[src/rtl/ber_disp.sv]
// Bit-error-rate to 7-segment display converter: ERR/D shown as m.mm x 10^-ee.
// Sequential normalise / scale / restoring divide / double-dabble datapath.
module ber_disp #(
  parameter int unsigned EW             = 64,
  parameter int unsigned RW             = 58,
  parameter int unsigned RECV_SHIFT     = 6,
  parameter int unsigned MANT_DIGITS    = 3,
  parameter int unsigned EXP_MAX        = 18,
  parameter bit          SEG_ACTIVE_LOW = 1'b0
) (
  input  logic                           CLK,
  input  logic                           RST,
  input  logic                           START,
  input  logic [EW-1:0]                  ERR_CNT,
  input  logic [RW-1:0]                  RECV_CNT,
  output logic [7*(MANT_DIGITS+2)-1:0]   SEG,
  output logic [MANT_DIGITS+1:0]         DP,
  output logic [1:0]                     STATUS,
  output logic                           BUSY,
  output logic                           DONE
);

  localparam int unsigned M  = MANT_DIGITS;
  localparam int unsigned ND = M + 2;
  localparam int unsigned NW = RW + RECV_SHIFT + 14;
  localparam int unsigned CW = $clog2(NW + 1);
  localparam logic [NW-1:0] QLIM = NW'(10 ** M);
  localparam logic [13:0]   QSAT = 14'(10 ** M - 1);
  localparam logic [3:0]    DASH = 4'd10;

  typedef enum logic [2:0] {
    S_IDLE, S_LOAD, S_NORM, S_SCALE, S_DIV, S_CONV
  } state_e;

  typedef enum logic [1:0] {
    ST_OK, ST_ZERO, ST_NODATA, ST_UNDER
  } status_e;

  state_e            state_q, state_d;
  status_e           pend_q, pend_d;
  status_e           status_q, status_d;
  logic [NW-1:0]     n_q, n_d;
  logic [NW-1:0]     d_q, d_d;
  logic [NW-1:0]     rem_q, rem_d;
  logic [CW-1:0]     cnt_q, cnt_d;
  logic [6:0]        e_q, e_d;
  logic [3:0]        elo_q, elo_d;
  logic [3:0]        ehi_q, ehi_d;
  logic              over_q, over_d;
  logic [29:0]       sh_q, sh_d;
  logic [7*ND-1:0]   seg_q, seg_d;
  logic [ND-1:0]     dp_q, dp_d;
  logic              done_q, done_d;

  logic [NW:0]       rem_sh;
  logic              qbit;
  logic              sat;
  logic [29:0]       dabble;
  logic [3:0]        code;
  logic [7*ND-1:0]   disp_seg;
  logic [ND-1:0]     disp_dp;

  function automatic logic [6:0] seg7(input logic [3:0] d);
    case (d)
      4'd0:    seg7 = 7'h3F;
      4'd1:    seg7 = 7'h06;
      4'd2:    seg7 = 7'h5B;
      4'd3:    seg7 = 7'h4F;
      4'd4:    seg7 = 7'h66;
      4'd5:    seg7 = 7'h6D;
      4'd6:    seg7 = 7'h7D;
      4'd7:    seg7 = 7'h07;
      4'd8:    seg7 = 7'h7F;
      4'd9:    seg7 = 7'h6F;
      4'd10:   seg7 = 7'h40;
      default: seg7 = 7'h00;
    endcase
  endfunction

  function automatic logic [NW-1:0] mul10(input logic [NW-1:0] v);
    mul10 = (v << 3) + (v << 1);
  endfunction

  // Display image for the pending result; k=0,1 exponent, k>=2 mantissa LSD..MSD.
  always_comb begin
    disp_seg = '0;
    disp_dp  = '0;
    code     = '0;
    for (int unsigned k = 0; k < ND; k++) begin
      if (pend_q == ST_NODATA)  code = DASH;
      else if (k == 0)          code = elo_q;
      else if (k == 1)          code = ehi_q;
      else if (pend_q == ST_UNDER) code = DASH;
      else if (pend_q == ST_ZERO)  code = 4'd0;
      else                      code = sh_q[14 + 4*(k-2) +: 4];
      disp_seg[7*k +: 7] = seg7(code);
    end
    if (M > 1 && (pend_q == ST_OK || pend_q == ST_ZERO))
      disp_dp[ND-1] = 1'b1;
  end

  always_comb begin
    state_d  = state_q;
    pend_d   = pend_q;
    status_d = status_q;
    n_d      = n_q;
    d_d      = d_q;
    rem_d    = rem_q;
    cnt_d    = cnt_q;
    e_d      = e_q;
    elo_d    = elo_q;
    ehi_d    = ehi_q;
    over_d   = over_q;
    sh_d     = sh_q;
    seg_d    = seg_q;
    dp_d     = dp_q;
    done_d   = 1'b0;
    rem_sh   = {rem_q, n_q[NW-1]};
    qbit     = (rem_sh >= {1'b0, d_q});
    sat      = 1'b0;
    dabble   = sh_q;

    case (state_q)
      S_IDLE: ;
      S_LOAD: begin
        e_d    = '0;
        elo_d  = '0;
        ehi_d  = '0;
        rem_d  = '0;
        cnt_d  = '0;
        over_d = (n_q > d_q);
        if (d_q == '0) begin
          pend_d  = ST_NODATA;
          state_d = S_CONV;
        end else if (n_q == '0) begin
          pend_d  = ST_ZERO;
          state_d = S_CONV;
        end else begin
          pend_d  = ST_OK;
          state_d = S_NORM;
        end
      end
      S_NORM: begin
        if (n_q >= d_q) begin
          state_d = (M > 1) ? S_SCALE : S_DIV;
          cnt_d   = '0;
        end else if (e_q == 7'(EXP_MAX)) begin
          pend_d  = ST_UNDER;
          state_d = S_CONV;
        end else begin
          n_d = mul10(n_q);
          e_d = e_q + 7'd1;
          if (elo_q == 4'd9) begin
            elo_d = '0;
            ehi_d = ehi_q + 4'd1;
          end else begin
            elo_d = elo_q + 4'd1;
          end
        end
      end
      S_SCALE: begin
        n_d = mul10(n_q);
        if (cnt_q == CW'(M - 2)) begin
          state_d = S_DIV;
          cnt_d   = '0;
        end else begin
          cnt_d = cnt_q + 1'b1;
        end
      end
      S_DIV: begin
        rem_d = qbit ? NW'(rem_sh - {1'b0, d_q}) : rem_sh[NW-1:0];
        n_d   = {n_q[NW-2:0], qbit};
        if (cnt_q == CW'(NW - 1)) begin
          // Any BER above one saturates, even when the quotient would still fit.
          sat     = over_q || (n_d >= QLIM);
          sh_d    = {16'h0000, sat ? QSAT : n_d[13:0]};
          state_d = S_CONV;
          cnt_d   = '0;
        end else begin
          cnt_d = cnt_q + 1'b1;
        end
      end
      S_CONV: begin
        if (pend_q != ST_OK || cnt_q == CW'(14)) begin
          state_d  = S_IDLE;
          done_d   = 1'b1;
          status_d = pend_q;
          seg_d    = disp_seg;
          dp_d     = disp_dp;
        end else begin
          for (int unsigned j = 0; j < 4; j++)
            if (dabble[14 + 4*j +: 4] >= 4'd5)
              dabble[14 + 4*j +: 4] = dabble[14 + 4*j +: 4] + 4'd3;
          sh_d  = dabble << 1;
          cnt_d = cnt_q + 1'b1;
        end
      end
      default: state_d = S_IDLE;
    endcase

    // A finishing conversion still commits its result when START coincides.
    if (START) begin
      state_d = S_LOAD;
      n_d     = NW'(ERR_CNT);
      d_d     = NW'(RECV_CNT) << RECV_SHIFT;
    end
  end

  always_ff @(posedge CLK) begin
    if (RST) begin
      state_q  <= S_IDLE;
      pend_q   <= ST_OK;
      status_q <= ST_OK;
      n_q      <= '0;
      d_q      <= '0;
      rem_q    <= '0;
      cnt_q    <= '0;
      e_q      <= '0;
      elo_q    <= '0;
      ehi_q    <= '0;
      over_q   <= 1'b0;
      sh_q     <= '0;
      seg_q    <= '0;
      dp_q     <= '0;
      done_q   <= 1'b0;
    end else begin
      state_q  <= state_d;
      pend_q   <= pend_d;
      status_q <= status_d;
      n_q      <= n_d;
      d_q      <= d_d;
      rem_q    <= rem_d;
      cnt_q    <= cnt_d;
      e_q      <= e_d;
      elo_q    <= elo_d;
      ehi_q    <= ehi_d;
      over_q   <= over_d;
      sh_q     <= sh_d;
      seg_q    <= seg_d;
      dp_q     <= dp_d;
      done_q   <= done_d;
    end
  end

  assign SEG    = seg_q ^ {(7*ND){SEG_ACTIVE_LOW}};
  assign DP     = dp_q ^ {ND{SEG_ACTIVE_LOW}};
  assign STATUS = status_q;
  assign BUSY   = (state_q != S_IDLE);
  assign DONE   = done_q;

endmodule

[config.mk]
export PLATFORM = sky130hd
export DESIGN_NAME = ber_disp
export DESIGN_NICKNAME = d
export VERILOG_FILES = /design/src/rtl/ber_disp.sv
export SDC_FILE = /design/constraint.sdc
export NUM_CORES = 1
export LEC_CHECK = 0
export CORE_MARGIN = 2
export CORE_UTILIZATION = 42
export DETAILED_ROUTE_END_ITERATION = 12
export MAX_ROUTING_LAYER = met4
export PLACE_DENSITY_LB_ADDON = 0.12
export RECOVER_POWER = 25
export SYNTH_ARGS = -nofsm -noshare
export SYNTH_HDL_FRONTEND = slang
export SYNTH_SLANG_ARGS = --single-unit
[constraint.sdc]
create_clock -name CLK -period 4.5 [get_ports CLK]
set_input_delay 1.35 -clock CLK [delete_from_list [all_inputs] [get_ports CLK]]
set_output_delay 1.35 -clock CLK [all_outputs]
set_load 0.1 [all_outputs]
==> flow_summary.json <==
{
  "layout-drive-gt1-share_pct": 5.73,
  "vias": 24900,
  "drv_slew": 59,
  "synth.yosys.seq_area_share_pct": 24.9,
  "yosys-top-cells-area": "dfxtp_1, ha_1, a21oi_1, nor2_1, nand2_1",
  "worstSetupPathType": "in2reg",
  "async_flop_share_pct": 0,
  "synthFlopType": "dfxtp_1",
  "finalHoldViolations": 0,
  "ys_types": 100,
  "clock-skew-final_ns": 0.0232,
  "placed_cells_incl_taps": 4012,
  "chipHeight_um": 246,
  "status": "finished with violations",
  "fin_tns_setup_ns": 0,
  "ant_nets": 0,
  "first_pass_iters": 6,
  "cp_max_fo": 28,
  "diodes": 0,
  "setup_slack_ns": 0.241,
  "top_layer": "met4",
  "postSynthCellCount": 3228,
  "yosys.area.top_type": "dfxtp_1",
  "fp-row-count": 88,
  "die_x_um": 246,
  "clock_latency_ns": 0.58,
  "min_period_ns": 4.26,
  "port_buffers": 164,
  "nNetsFinal": 3649,
  "wl_met3_um": 5830,
  "viasPerCell": 6.10,
  "yosys_register_bits": 307,
  "rsz0062_at_grt": "false",
  "design.core.area_um2": 57900,
  "yosysWarnings": 0,
  "grt_pass1_wl_um": 136000,
  "antenna_found_initial": 0,
  "synth.avg_cell_area_um2": 7.64,
  "drc": 0,
  "cts_htree_levels": 2,
  "p_leak_nw": 11.7,
  "cts_tree": "done",
  "critical_path_arrival_ns": 4.73,
  "met2_length_um": 38400,
  "crit_path_start_kind": "input pin",
  "overflow": 0,
  "critPathMaxStageDelay_ns": 1.45,
  "drt_iter0_markers": 1964,
  "cts_made_buffers": 39,
  "grt_max_degree": 74,
  "start_util_pct": 42.6,
  "wl_per_cell_um": 21.6,
  "dieArea_um2": 60600,
  "synth-edff-count": 0,
  "clk_pin_slew_ns": 0.06,
  "critPathSlowestCell": "clkbuf_1",
  "yosysTopAreaCellShare_pct": 24.9,
  "final_cell_mix": "nor2_1, nand2_1, dfxtp_1",
  "finalSetupViolations": 0,
  "relSlewSlack_pct": -38.3,
  "power.density_nw_per_um2": 286,
  "layout_commonest_cell": "nor2_1",
  "violations": "capacitance limit, slew limit",
  "dp_hpwl_um": 66700,
  "clock.fmax_ghz": 0.235,
  "syn2layout_area_growth_pct": 14.4,
  "grt_pass1_vias": 23700,
  "cts_buffer_depth": 3,
  "maxCapViolations": 2,
  "design_area_um2": 28200,
  "period_share_pct": 94.6,
  "grt_usage_pct": 29.3,
  "final-instance-count-excl-fill": 4083,
  "cp-end-kind": "register",
  "clock_sinks": 307,
  "wl_met1_um": 40000,
  "syn_area_um2": 24700,
  "place_congestion": 1.01,
  "worst_pin_slew_ns": 2.07,
  "placed_area_um2": 26900,
  "dp_slack_ns": 0.100,
  "cp_data_required_time_ns": 4.97,
  "root_buffer": "clkbuf_16",
  "hp-class": "reg2reg",
  "cp_cell_sequence": "clkbuf_1, inv_1, nor2_2, buf_4, nand2_1, o31ai_1",
  "io_pins": 169,
  "wirelength_um": 88200,
  "irDropWorstVdd_mv": 0.205
}
==> cell type report <==
cell class | count | area (µm²)
Tap cell | 765 | 957
Timing Repair Buffer | 217 | 2070
Clock inverter | 12 | 208
Inverter | 136 | 512
Clock buffer | 59 | 1140
Fill cell | 5771 | 29700
Sequential cell | 307 | 6150
Multi-Input combinational cell | 2587 | 17200
==> sequential cells by signal (all words and copies together) (netlist names), 2 cells and up <==
name	count
ehi_q	4
e_q	7
d_q	58
elo_q	4
rem_q	78
sh_q	26
STATUS	2
state_q	3
n_q	78
pend_q	2
SEG	35
cnt_q	7
==> worst max-delay path: cells and delay by family <==
kind / cells / cell delay [ns]
AOI/OAI and AO/OA: 1 / 0.11
buffers and inverters: 3 / 2.69
and+or+nand+nor: 2 / 0.55
==> path summary, 6_finish.rpt <==
check | start | endpoint | slack [ns] | depth (start not counted)
max | START | n_q[23] | 0.24 | 6
min | SEG[18] | SEG[18] | 0.45 | 2
max reg2reg | d_q[7] | rem_q[56] | 0.26 | 12
min reg2reg | SEG[18] | SEG[18] | 0.45 | 2
==> Yosys cell counts, types with 56 or more instances <==
library cell	n
nor2_1	333
xor2_1	56
a21oi_1	302
xnor2_1	79
o21ai_0	192
inv_1	135
nand2_1	321
ha_1	234
nand3_1	64
clkbuf_1	140
nor3_1	99
mux2i_1	75
a21o_1	93
nand4_1	72
dfxtp_1	307
==> cells by family after synthesis <==
logic type | after synthesis | synth area share [%]
AO/OA/AOI/OAI | 1024 | 27.6
buffers and inverters | 337 | 5.65
flip-flops | 307 | 24.9
XOR/XNOR | 135 | 4.80
AND/OR/NAND/NOR | 1092 | 20.7
other | 1 | 0.0152
multiplexers | 96 | 4.25
adder cells (fa/ha/maj) | 236 | 12.0
==> per-stage QoR <==
stage / hold WS, ns / utilization (%) / power (W)
final: 0.454 / 48.7 / 0.00807
after global routing: 0.479 / 48.7 / 0.00843
after CTS: 0.453 / 48.7 / 0.00813
after detailed placement: 0.446 / 46.4 / 0.00474
after global placement: 0.438 / 46.4 / 0.00472
after floorplan: 0.427 / - / 0.00414
==> timing repair <==
action / 4_1_cts / 5_1_grt
hold buffers: 0 / 0
setup buffers: 0 / 0
gates resized for setup: 0 / 1
setup endpoints to repair: 0 / 20
==> layer usage <==
metal / track usage, % / vias to the layer above
met2: 44.7 / 897
met3: 3.42 / 187
met1: 39.0 / 11800
li1: - / 12000
met4: 12.2 / 0
met5: - / -
==> where the power goes <==
part           total [W]  switching (W)  internal, W
logic            0.00176        0.00110     0.000663
registers        0.00296       0.000156      0.00281
clock network    0.00335        0.00131      0.00205
total            0.00807        0.00256      0.00551
No activity file was read; power rests on OpenSTA's default activity.
